## src/rtl/boothmult_pkg.sv

```systemverilog
// boothmult_pkg: shared state encoding, recoded-digit type and step count for boothmult_r4
package boothmult_pkg;
  typedef enum logic [1:0] {IDLE, RUN, DONE} state_t;
  typedef struct packed {
    logic zero;
    logic neg;
    logic dbl;
  } digit_t;
  function automatic int booth_steps(input int n);
    return n / 2 + 1;
  endfunction
endpackage

```

## src/rtl/boothmult_r4_recoder.sv

```systemverilog
// booth_r4_recoder: radix-4 Booth recoding of one 3-bit multiplier window
//   win  in   3  {b(2i+1), b(2i), b(2i-1)}
//   dig  out  3  {zero, neg, dbl}: digit is 0, +-M or +-2M
module booth_r4_recoder
  import boothmult_pkg::*;
(
  input  logic [2:0] win,
  output digit_t     dig
);
  always_comb begin
    dig.zero = (win == 3'b000) || (win == 3'b111);
    dig.neg  = win[2] && !dig.zero;
    dig.dbl  = (win == 3'b011) || (win == 3'b100);
  end
endmodule

```

## src/rtl/boothmult_r4.sv

```systemverilog
// boothmult_r4: sequential radix-4 Booth multiplier, signed/unsigned per request
//   Clock in, nReset in (async active-low), op1/op2 in N_LEN, Signed in, Request in,
//   Busy out, Done out, Result out 2*N_LEN.
//   BOOTHMULT_ACC_EN adds input Accumulate: Result becomes Result_prev + product.
module boothmult_r4
  import boothmult_pkg::*;
#(
  parameter int N_LEN = 8
) (
  input  logic               Clock,
  input  logic               nReset,
  input  logic [N_LEN-1:0]   op1,
  input  logic [N_LEN-1:0]   op2,
  input  logic               Signed,
  input  logic               Request,
`ifdef BOOTHMULT_ACC_EN
  input  logic               Accumulate,
`endif
  output logic               Busy,
  output logic               Done,
  output logic [2*N_LEN-1:0] Result
);
  localparam int W = N_LEN + 2;
  localparam int STEPS = booth_steps(N_LEN);
  localparam int CW = $clog2(STEPS + 1);
  state_t state, state_nx;
  logic [W-1:0] m, q;
  logic q_m1;
  logic [W+1:0] acc, mag, addend, sum;
  logic [CW-1:0] cnt;
  logic [2*N_LEN-1:0] prod;
  logic accept, last;
  digit_t dig;
`ifdef BOOTHMULT_ACC_EN
  logic acc_en;
`endif
  booth_r4_recoder u_rec (
    .win({q[1:0], q_m1}),
    .dig(dig)
  );
  assign accept = Request && (state != RUN);
  assign last   = (state == RUN) && (cnt == CW'(STEPS - 1));
  assign mag    = dig.dbl ? {m[W-1], m, 1'b0} : {{2{m[W-1]}}, m};
  assign addend = dig.zero ? '0 : dig.neg ? -mag : mag;
  assign sum    = acc + addend;
  // {acc, q} shifted right by 2 holds the product; keep its low 2*N_LEN bits
  assign prod   = {sum[W-3:0], q[W-1:2]};
  always_ff @(posedge Clock or negedge nReset)
    if (!nReset) state <= IDLE;
    else state <= state_nx;
  always_comb state_nx = accept ? RUN : last ? DONE : state;
  always_comb begin
    Busy = (state == RUN);
    Done = (state == DONE);
  end
  always_ff @(posedge Clock or negedge nReset) begin
    if (!nReset) begin
      m      <= '0;
      q      <= '0;
      q_m1   <= 1'b0;
      acc    <= '0;
      cnt    <= '0;
      Result <= '0;
`ifdef BOOTHMULT_ACC_EN
      acc_en <= 1'b0;
`endif
    end else if (accept) begin
      m    <= {{2{Signed & op1[N_LEN-1]}}, op1};
      q    <= {{2{Signed & op2[N_LEN-1]}}, op2};
      q_m1 <= 1'b0;
      acc  <= '0;
      cnt  <= '0;
`ifdef BOOTHMULT_ACC_EN
      acc_en <= Accumulate;
`endif
    end else if (state == RUN) begin
      acc  <= {{2{sum[W+1]}}, sum[W+1:2]};
      q    <= {sum[1:0], q[W-1:2]};
      q_m1 <= q[1];
      cnt  <= cnt + 1'b1;
`ifdef BOOTHMULT_ACC_EN
      if (last) Result <= acc_en ? Result + prod : prod;
`else
      if (last) Result <= prod;
`endif
    end
  end
endmodule

```

## config.mk

```make
export PLATFORM = sky130hd
export DESIGN_NAME = boothmult_r4
export DESIGN_NICKNAME = d
export VERILOG_FILES = /design/src/rtl/boothmult_pkg.sv /design/src/rtl/boothmult_r4_recoder.sv /design/src/rtl/boothmult_r4.sv
export SDC_FILE = /design/constraint.sdc
export NUM_CORES = 1
export LEC_CHECK = 0
export CORE_UTILIZATION = 24
export CTS_BUF_LIST = sky130_fd_sc_hd__clkbuf_8 sky130_fd_sc_hd__clkbuf_16
export DETAILED_ROUTE_END_ITERATION = 8
export GPL_ROUTABILITY_DRIVEN = 0
export SLEW_MARGIN = 20
export SYNTH_ARGS = -nofsm -noshare
export SYNTH_HDL_FRONTEND = slang
export SYNTH_SLANG_ARGS = --single-unit
```

## constraint.sdc

```tcl
create_clock -name Clock -period 10.5 [get_ports Clock]
set_clock_uncertainty 0.15 [all_clocks]
set_input_delay 2.625 -clock Clock [delete_from_list [all_inputs] [get_ports Clock]]
set_output_delay 2.625 -clock Clock [all_outputs]
set_load 0.005 [all_outputs]
```

### After elaboration in Yosys (flattened, before gate mapping)

Index checks and enable logic that the tools add are counted.

* flip-flop bits (word level): 53
* input port bits: 20
* output and inout port bits: 18
* word-level logic and storage cells: 43

* add/subtract/negate cells: 3
* equality and inequality tests: 7
* mux-type cells: 13
* bitwise logic cells: 3
* reduce and logical (&&, ||, !) cells: 10

Operators with widths (number)
* $mux 12: 4
* $mux 10: 2
* $add 12x12->12: 1
* $neg 12->12: 1
* $eq 3x3->1 const B: 3
* $mux 9: 1
* $mux 3: 2
* $mux 2: 2
* $reduce_bool 2->1: 2
* $add 3x1->3 const B: 1
* $eq 3x2->1 const B: 1
* $logic_and 1x1->1: 3
* $logic_not 3->1: 1
* $reduce_and 3->1: 1
* $and 1x1->1: 2
* $eq 2x1->1 const B: 1
* $eq 2x2->1 const B: 1
* $logic_or 1x1->1: 2
* $mux 1: 2
* $ne 2x1->1 const B: 1
* $logic_not 1->1: 1
* $not 1->1: 1

### Longest topological paths before layout

Gate-level depths: netlist (run 1).

* depth after elaboration: 9
* gate-level depth with buffers: 21

### By module

From an unflattened synthesis (run 1), not the netlist that was laid out.

* cell total of the unflattened synthesis: 347
* area total of the unflattened synthesis: 3171.8 um^2

Modules (own cells, without submodules)
* boothmult_r4: instances 1, cells an instance 340, area each 3134.3 um^2, sequential area each 1276.2 um^2
* booth_r4_recoder: instances 1, cells an instance 7, area each 37.5 um^2, sequential area each 0.0 um^2

### Worst setup path after synthesis (run 1)

Ideal clock, no wire load.

* path type: register to register
* start: register q[0]
* end: register acc[10]
* arrival time: 3927 ps
* data required time: 10223 ps
* slack: 6296 ps
* stages on the path, launching flop included: 19
* buffers on the path: 2
* clock period less this slack: 4204 ps
* cell sequence: dfrtp_1 > clkbuf_1 > clkbuf_1 > inv_1 > or3_1 > o21ai_0 > nand2_1 > o221ai_1 > ha_1 > o21ai_1 > or4b_1 > a22o_1 > o221ai_1 > ha_1 > o2111ai_1 > a31o_2 > a211o_1 > a31oi_1 > mux2i_1

* cells in the longest elaborated chain, start to end: 9
* elaborated cells on any way between the ends: 15

RTL lines
* start, declared: line boothmult_r4.sv:27 `logic [W-1:0] m, q;`
* start signal, assigned: line boothmult_r4.sv:69 `q <= {{2{Signed & op2[N_LEN-1]}}, op2};`
* start signal, assigned: line boothmult_r4.sv:78 `q <= {sum[1:0], q[W-1:2]};`
* $eq 3x2->1, or another cell as far along: line boothmult_r4_recoder.sv:13 `dig.dbl = (win == 3'b011) || (win == 3'b100);`
* $logic_or 1x1->1, on equally long branches: line boothmult_r4_recoder.sv:13, boothmult_r4_recoder.sv:11
* $mux 9 / $logic_not 1->1 (equally long branches): line boothmult_r4.sv:43, boothmult_r4_recoder.sv:12
* $neg 12->12 / $logic_and 1x1->1 (equally long branches): line boothmult_r4.sv:44, boothmult_r4_recoder.sv:12
* $mux 12: line boothmult_r4.sv:44 `assign addend = dig.zero ? '0 : dig.neg ? -mag : mag;`
* $mux 12 (*): line boothmult_r4.sv:44
* $add 12x12->12 (*): line boothmult_r4.sv:45 `assign sum = acc + addend;`
* $mux 12 (*): line boothmult_r4.sv:76 `end else if (state == RUN) begin`
* $mux 12 (*): line boothmult_r4.sv:67 `end else if (accept) begin`
* end signal, assigned: line boothmult_r4.sv:77 `acc <= {{2{sum[W+1]}}, sum[W+1:2]};`
* end, declared: line boothmult_r4.sv:29 `logic [W+1:0] acc, mag, addend, sum;`

Every way passes the cells marked *; elsewhere a longest branch is shown, timed or not. The select of a mux whose other input is x is not followed.
A chain may end at the register's enable or synchronous reset.

### Final worst setup path (run 1)

* start: register state[1]
* end: output port Busy

* cells in the longest elaborated chain, start to end: 1

RTL lines
* start, declared: line boothmult_r4.sv:26 `state_t state, state_nx;`
* start signal, assigned: line boothmult_r4.sv:50 `else state <= state_nx;`
* $eq 2x1->1: line boothmult_r4.sv:53 `Busy = (state == RUN);`
* end, declared: line boothmult_r4.sv:19 `output logic Busy,`

No other way between the ends.

==> results of run 1 <==
-- cells in the mapped netlist (all sizes together) (2+ instances only) --
master and instances:
nor3b 4, or2 5, a31oi 7, o221ai 5, inv 11, a31o 2, nand2 38, a21o 4
nand3 4, nor3 3, xnor2 10, o21a 3, mux2i 11, clkbuf 17, a211o 2, a211oi 3
or3 2, xor2 7, a22oi 2, nor2 17, nor2b 7, o211ai 2, o21ai 45, a21oi 16
ha 14, buf 9, mux2 19, dfrtp 51, o31ai 3, or4b 2, nand2b 4, nand3b 11
-- cell usage in the layout, fill, tap and decap left out, types with 5 or more instances in the layout --
master            n
mux2i_1          11
mux2_2           19
nor2_1           17
inv_1            11
dfrtp_1          51
nor2b_1           7
clkdlybuf4s50_1  36
nand3b_1         11
clkbuf_16         5
ha_1             14
a21oi_1          16
nand2_1          38
o221ai_1          5
xnor2_1          10
xor2_1            7
a31oi_1           7
o21ai_0          43
-- worst reg2reg max path: cells and delay by family (launching register included) --
| family | cells | cell delay, ns |
|---|---|---|
| AO/OA/AOI/OAI | 8 | 1.83 |
| AND/OR/NAND/NOR | 2 | 1.21 |
| flip-flops | 1 | 0.85 |
| adder cells (fa/ha/maj) | 2 | 0.48 |
| multiplexers | 1 | 0.09 |
-- area by class of cell --
type,instances,area [µm²],share of cell area (%)
clock inverters,1,5.00,0.127
inverters,11,41.3,1.05
repair buffers,39,380,9.67
multi-input cells,270,1870,47.6
flip-flops and latches,51,1280,32.4
clock buffers,6,139,3.53
well taps,176,220,5.60
-- cell families (layout without fill, tap and decap cells) --
group	count (synthesis)	after routing	share of synthesized area, %
AOI/OAI and AO/OA	109	109	21.1
and+or+nand+nor	99	99	15.4
DFF	51	51	38.7
buffers and inverters	37	57	4.62
muxes	30	30	9.81
xor gates and xnor gates	17	17	4.51
adders and majority gates	15	15	5.91
-- through the flow --
step / worst slack, ns / area [µm²] / cells
after floorplan: 6.30 / 3300 / 358
after global placement: 5.54 / 3790 / 547
after detailed placement: 5.46 / 3790 / 547
after CTS: 5.14 / 3940 / 554
after global routing: 5.00 / 3940 / 554
final: 5.16 / 3940 / 554
-- report_power, final --
| group | leakage (nW) | switching, mW | internal [mW] | total, mW |
|---|---|---|---|---|
| Sequential | 0.634 | 0.118 | 0.296 | 0.414 |
| Clock | 0.0727 | 0.0691 | 0.0931 | 0.162 |
| Combinational | 0.942 | 0.461 | 0.410 | 0.871 |
-- state kept, by name, summed over array words and instances, names as in the netlist --
register  cells
q_m1          1
m             9
acc          10
Result       16
q            10
cnt           3
state         2
-- per-layer routing --
metal  vias up  global-route usage, %  share of wire (%)
met5         -                      0                  0
met4         0                   4.45                1.8
met3         8                   1.82                2.6
met2        41                   18.2                 48
met1      1268                   14.3                 48
li1       1333                      -                  -
-- final timing paths --
check | slack (ns) | from | cells past startpoint | end
max | 5.16 | state[1]$_DFFE_PN0P_ | 3 | Busy
min | 0.33 | Result[14]$_DFFE_PN0P_ | 2 | Result[14]$_DFFE_PN0P_
max reg2reg | 5.75 | q[1]$_DFFE_PN0P_ | 13 | acc[10]$_DFFE_PN0P_
min reg2reg | 0.33 | Result[14]$_DFFE_PN0P_ | 2 | Result[14]$_DFFE_PN0P_
max in group asynchronous | 7.47 | nReset | 2 | m[7]$_DFFE_PN0P_
min in group asynchronous | 2.29 | nReset | 2 | Result[12]$_DFFE_PN0P_
==> key figures, run 1 <==
Clocking
  – Resized cells post-CTS: 0
  – CTS H-Tree Depth: 2
  – Clock buffer depth: 2
  – Num CTS Buffers: 5
  – Root Driver: clkbuf_16
  – Clk sinks: 51
  – Clock latency on the worst-skew pair: 0.29 ns
  – CTS Hold Bufs: 0
  – CTS tree: yes
  – Reg clk slew, reported paths: 0.06 ns
  – Setup Fix Bufs, Post-CTS: 0

Finish
  – P&R area growth vs syn: 19.2%
  – Share of cells above drive strength 1: 9.52%
  – Diode count: 0
  – Nets: 413
  – Fin util: between 20% and 30%
  – Fillers: 1438

Logic synthesis
  – Synthesized flop and latch total: 51
  – Area contributors post-synth: dfrtp_1 39%, o21ai_0 6.5%, mux2_2 6.5%
  – Predominant post-synthesis flop cell: dfrtp_1
  – Ys async rst share: 100%
  – Number of synthesized flops with an enable pin: 0
  – Syn Inst Count: between 300 and 400
  – Sequential-to-total area share from yosys stat: 38.7%
  – Mapped Nets: 393
  – Dominant cell type by area after synthesis: dfrtp_1
  – Synthesized cell area: 3300 µm²
  – Syn_area_per_cell: slightly above 9 µm²
  – YS warnings: 0
  – Yosys top cell area share: 38.7%
  – Synth unique cells: 55

Placement
  – Post-detail-place hpwl: about 5500 µm
  – Port Buffers: 37

Floorplan
  – Die area: 14200 µm²
  – Core area: 13300 µm²
  – Initial Utilization: approximately 25%
  – Die X: 119 µm
  – Top Ports: 38
  – Die height: 119 µm
  – Rows: 42

Power and ir drop
  – VDD IR-drop max: 0.121 mV
  – Static Leak: 1.65 nW
  – Total power: 1.45 mW
  – PD cells: 368 nW/µm²

STA
  – Fin crit period: approximately 5.3 ns
  – Final hold violations: 0
  – RSZ-0062 raised after global routing: no
  – Least-Margin Pin Slew: 0.927 ns
  – Final Cycle Share: 50.8%
  – Worst hold margin: 0.332 ns
  – Final setup vio count: 0
  – Fin. max-slew vios: 0
  – Slew margin rel.: between 30% and 40%
  – TNS Setup: 0 ns
  – Max Freq: around 190 MHz

Routing
  – Total Wirelength: roughly 7600 µm
  – First-pass DRT Iterations: 4
  – # DRC: 0
  – Detail Route Antenna Nets: 0
  – Routed vias/inst: 4.78
  – Routed length per instance: 13.6 µm
  – Drt initial violations: between 200 and 250
  – Vias: 2650

Setup path
  – Critical Path AT: 2.56 ns
  – CP delay by family, top: buffers and inverters
  – Worst-path maximum fanout: 29
  – Crit. End Element: primary output
  – Crit path kind: flip-flop to primary output
  – Slowest-stage cell, CP: inv_1
  – Setup crit start kind: flip-flop
  – Worst Path Required: roughly 7.7 ns
  – Worst path cell trace: nand2b_1 > inv_1 > clkdlybuf4s50_1
  – CP max stage delay: 0.75 ns
  – Worst Path Buf+Inv: 2

Job
  – Max-cap violations: 0

GRT
  – Initial antenna violation count: 0
  – Vias in the first global route: 2544
  – First-pass GRT wire length: 12500 µm
  – GR Overflow Total: 0
  – Largest net degree at the start of global routing: 52
  – Total Routing Usage GR: 11.0%

Hold path
  – Min-Delay Path Class: flip-flop to flip-flop

Outcome
  – Status: finished, final reports clean
(Power assumes the default switching activity.)
==> run 2: changes to the inputs <==
clock period = 4.5 ns   (was 10.5 ns; I/O delays follow)
==> run 2 against run 1 <==
  * Utilization rose by 0.40 points
  * Critical endpoint is now acc[10]$_DFFE_PN0P_
  * Sequential power grew 120%
  * Power increased by 140%
  * Flip-flop and latch count unchanged
  * Final cell count up 1.3%
  * Sequential share of layout area decreased by 0.44 points
  * First-iteration DRC count is 23% higher
  * Worst hold slack gained 0.0029 ns
  * Critical path type is now flip-flop to flip-flop
  * Cell area increased by 1.4%
  * Clock-buffer cell count unchanged
==> key figures, run 2 (synthesis results as in run 1) <==
GRT
  – GR Overflow Total: 0 (unchanged)
  – Total Routing Usage GR: 12.0% (+1.0 points)
  – Initial antenna violation count: 0 (unchanged)
  – Vias in the first global route: 2728 (+7.2%)
  – Largest net degree at the start of global routing: 31 (-40%)
  – First-pass GRT wire length: 13800 µm (+11%)

STA
  – Max Freq: approximately 230 MHz
  – Fin worst setup slack: 0.236 ns (-4.93 ns)
  – Fin. max-slew vios: 0 (unchanged)
  – Fin crit period: 4.26 ns
  – Slew margin rel.: 33.6% (-4.4 points)
  – RSZ-0062 raised after global routing: no
  – Final Cycle Share: 94.8%
  – Final hold violations: 0 (unchanged)
  – Least-Margin Pin Slew: 0.993 ns (+0.0657 ns)
  – Final setup vio count: 0 (unchanged)
  – TNS Setup: 0 ns (unchanged)

Placement
  – Post-Place Worst Slack: 0.297 ns (-5.16 ns)
  – Port Buffers: 37 (unchanged)
  – Post-detail-place hpwl: 5860 µm (+6.9%)

Setup path
  – Crit. End Element: flip-flop
  – R2R Setup Slk: 0.24 ns (-5.51 ns)
  – Critical Path AT: 4.29 ns (+1.73 ns)
  – Setup crit start kind: flip-flop
  – Worst Path Required: 4.52 ns (-3.21 ns)
  – Worst-path maximum fanout: 13 (-55%)
  – Crit path kind: flip-flop to flip-flop

Finish
  – P&R area growth vs syn: 20.8%
  – Register area: 1280 µm² (unchanged)
  – Largest register by flop count: Result
  – Largest register FFs: 16 (unchanged)
  – Commonest non-fill, non-tap cell in the layout: dfrtp_1
  – Diode count: 0 (unchanged)
  – Fillers: 1459 (+1.5%)
  – Most frequent cells in the layout: 51 x dfrtp_1, 43 x o21ai_0, 38 x nand2_1, 36 x clkdlybuf4s50_1, 19 x mux2_2
  – Multi-input logic area: 1870 µm² (unchanged)
  – Share of cells above drive strength 1: 11.2% (+1.6 points)
  – Biggest regs: Result: 16 flops, acc: 10 flops, q: 10 flops
  – Nets: 419 (+1.5%)

Clocking
  – Clock latency on the worst-skew pair: 0.29 ns (about the same)
  – Setup Fix Bufs, Post-CTS: 0 (unchanged)
  – CTS tree: yes
  – CTS H-Tree Depth: 2 (unchanged)
  – Root Driver: clkbuf_16
  – Clk sinks: 51 (unchanged)
  – CTS Hold Bufs: 0 (unchanged)
  – Resized cells post-CTS: 0 (unchanged)
  – Reg clk slew, reported paths: 0.07 ns (about the same)
  – Clock buffer depth: 2 (unchanged)
  – Num CTS Buffers: 5 (unchanged)

Outcome
  – Status: finished, final reports clean

Floorplan
  – Top Ports: 38 (unchanged)
  – Initial Utilization: 24.7% (unchanged)
  – Die height: 119 µm (unchanged)
  – Die area: 14200 µm² (unchanged)
  – Die X: 119 µm (unchanged)
  – Core area: 13300 µm² (unchanged)
  – Rows: 42 (unchanged)

Power and ir drop
  – VDD IR-drop max: 0.334 mV (+180%)
  – Switch share: 45.0% (+0.23 points)
  – Static Leak: 1.68 nW (+2.1%)
  – Combinational group share of total power: 62.0% (+1.8 points)
  – Clock Power Share: 11.3% (about the same)
  – Seq pwr share: 26.7% (-1.9 points)
  – P_sw: 1.56 mW (+140%)
  – PD cells: 869 nW/µm² (+140%)
  – Internal power: 1.90 mW (+140%)

Routing
  – Routed length per instance: 14.4 µm (+5.9%)
  – Drt initial violations: 275 (+23%)
  – Routed vias/inst: 4.85 (+1.5%)
  – Total Wirelength: 8100 µm (+7.3%)
  – First-pass DRT Iterations: 4 (unchanged)
  – Vias: 2723 (+2.8%)
  – Detail Route Antenna Nets: 0 (unchanged)
  – # DRC: 0 (unchanged)

Job
  – Max-cap violations: 0 (unchanged)

Hold path
  – Min-Delay Path Class: flip-flop to flip-flop
[run 2: power by group through the flow]
stage               logic, mW  clock network (mW)  registers, mW
finish                   2.15               0.392          0.926
global route             2.41               0.422          0.966
CTS                      2.16               0.408          0.926
detailed placement       2.13                   0          0.933
global placement         2.09                   0          0.925
floorplan                1.65                   0          0.813
[run 2: path summary, 6_finish.rpt]
check / startpoint / endpoint / depth (start not counted)
setup / recovery: q[0]$_DFFE_PN0P_ / acc[10]$_DFFE_PN0P_ / 13
hold reg to reg: Result[10]$_DFFE_PN0P_ / Result[10]$_DFFE_PN0P_ / 2
min in group asynchronous: nReset / Result[11]$_DFFE_PN0P_ / 1
max in group asynchronous: nReset / m[3]$_DFFE_PN0P_ / 2
hold / removal: Result[10]$_DFFE_PN0P_ / Result[10]$_DFFE_PN0P_ / 2
setup reg to reg: q[0]$_DFFE_PN0P_ / acc[10]$_DFFE_PN0P_ / 13
[run 2: critical path, stage by stage (launching register included)]
cell and delay (ns):
dfrtp_1 0.47, or3b_1 0.60, o221ai_1 0.27, ha_1 0.25, o21ai_1 0.15, or4b_1 0.59
a22o_1 0.27, o221ai_1 0.20, ha_1 0.24, o2111ai_1 0.16, a31o_2 0.25, a211o_1 0.28
a31oi_1 0.17, mux2i_1 0.09
[run 2: final cells by class]
class / instances / share of cell area (%)
multi-input cells: 270 / 47.0
clock buffers: 6 / 3.48
repair buffers: 45 / 10.7
flip-flops and latches: 51 / 32.0
clock inverters: 2 / 0.345
well taps: 176 / 5.52
inverters: 11 / 1.04
[run 2: metal layers]
layer	vias to the layer above	part of all wire, %	GRT usage [%]	wire length (µm)
met5	-	0	0	0
met4	0	2.4	4.30	195
met3	13	5.3	2.25	430
met2	71	47	19.8	3800
met1	1304	45	15.7	3670
li1	1335	-	-	-
[run 2: stage by stage]
| step | total power [mW] | area, µm² | utilization, % | hold slack (ns) | cells |
|---|---|---|---|---|---|
| floorplan | 2.46 | 3300 | - | 0.310 | 358 |
| global placement | 3.02 | 3840 | 28.7 | 0.319 | 553 |
| detailed placement | 3.07 | 3840 | 28.7 | 0.321 | 553 |
| CTS | 3.49 | 3990 | 29.9 | 0.339 | 561 |
| global route | 3.80 | 3990 | 29.9 | 0.366 | 561 |
| finish | 3.46 | 3990 | 29.9 | 0.335 | 561 |
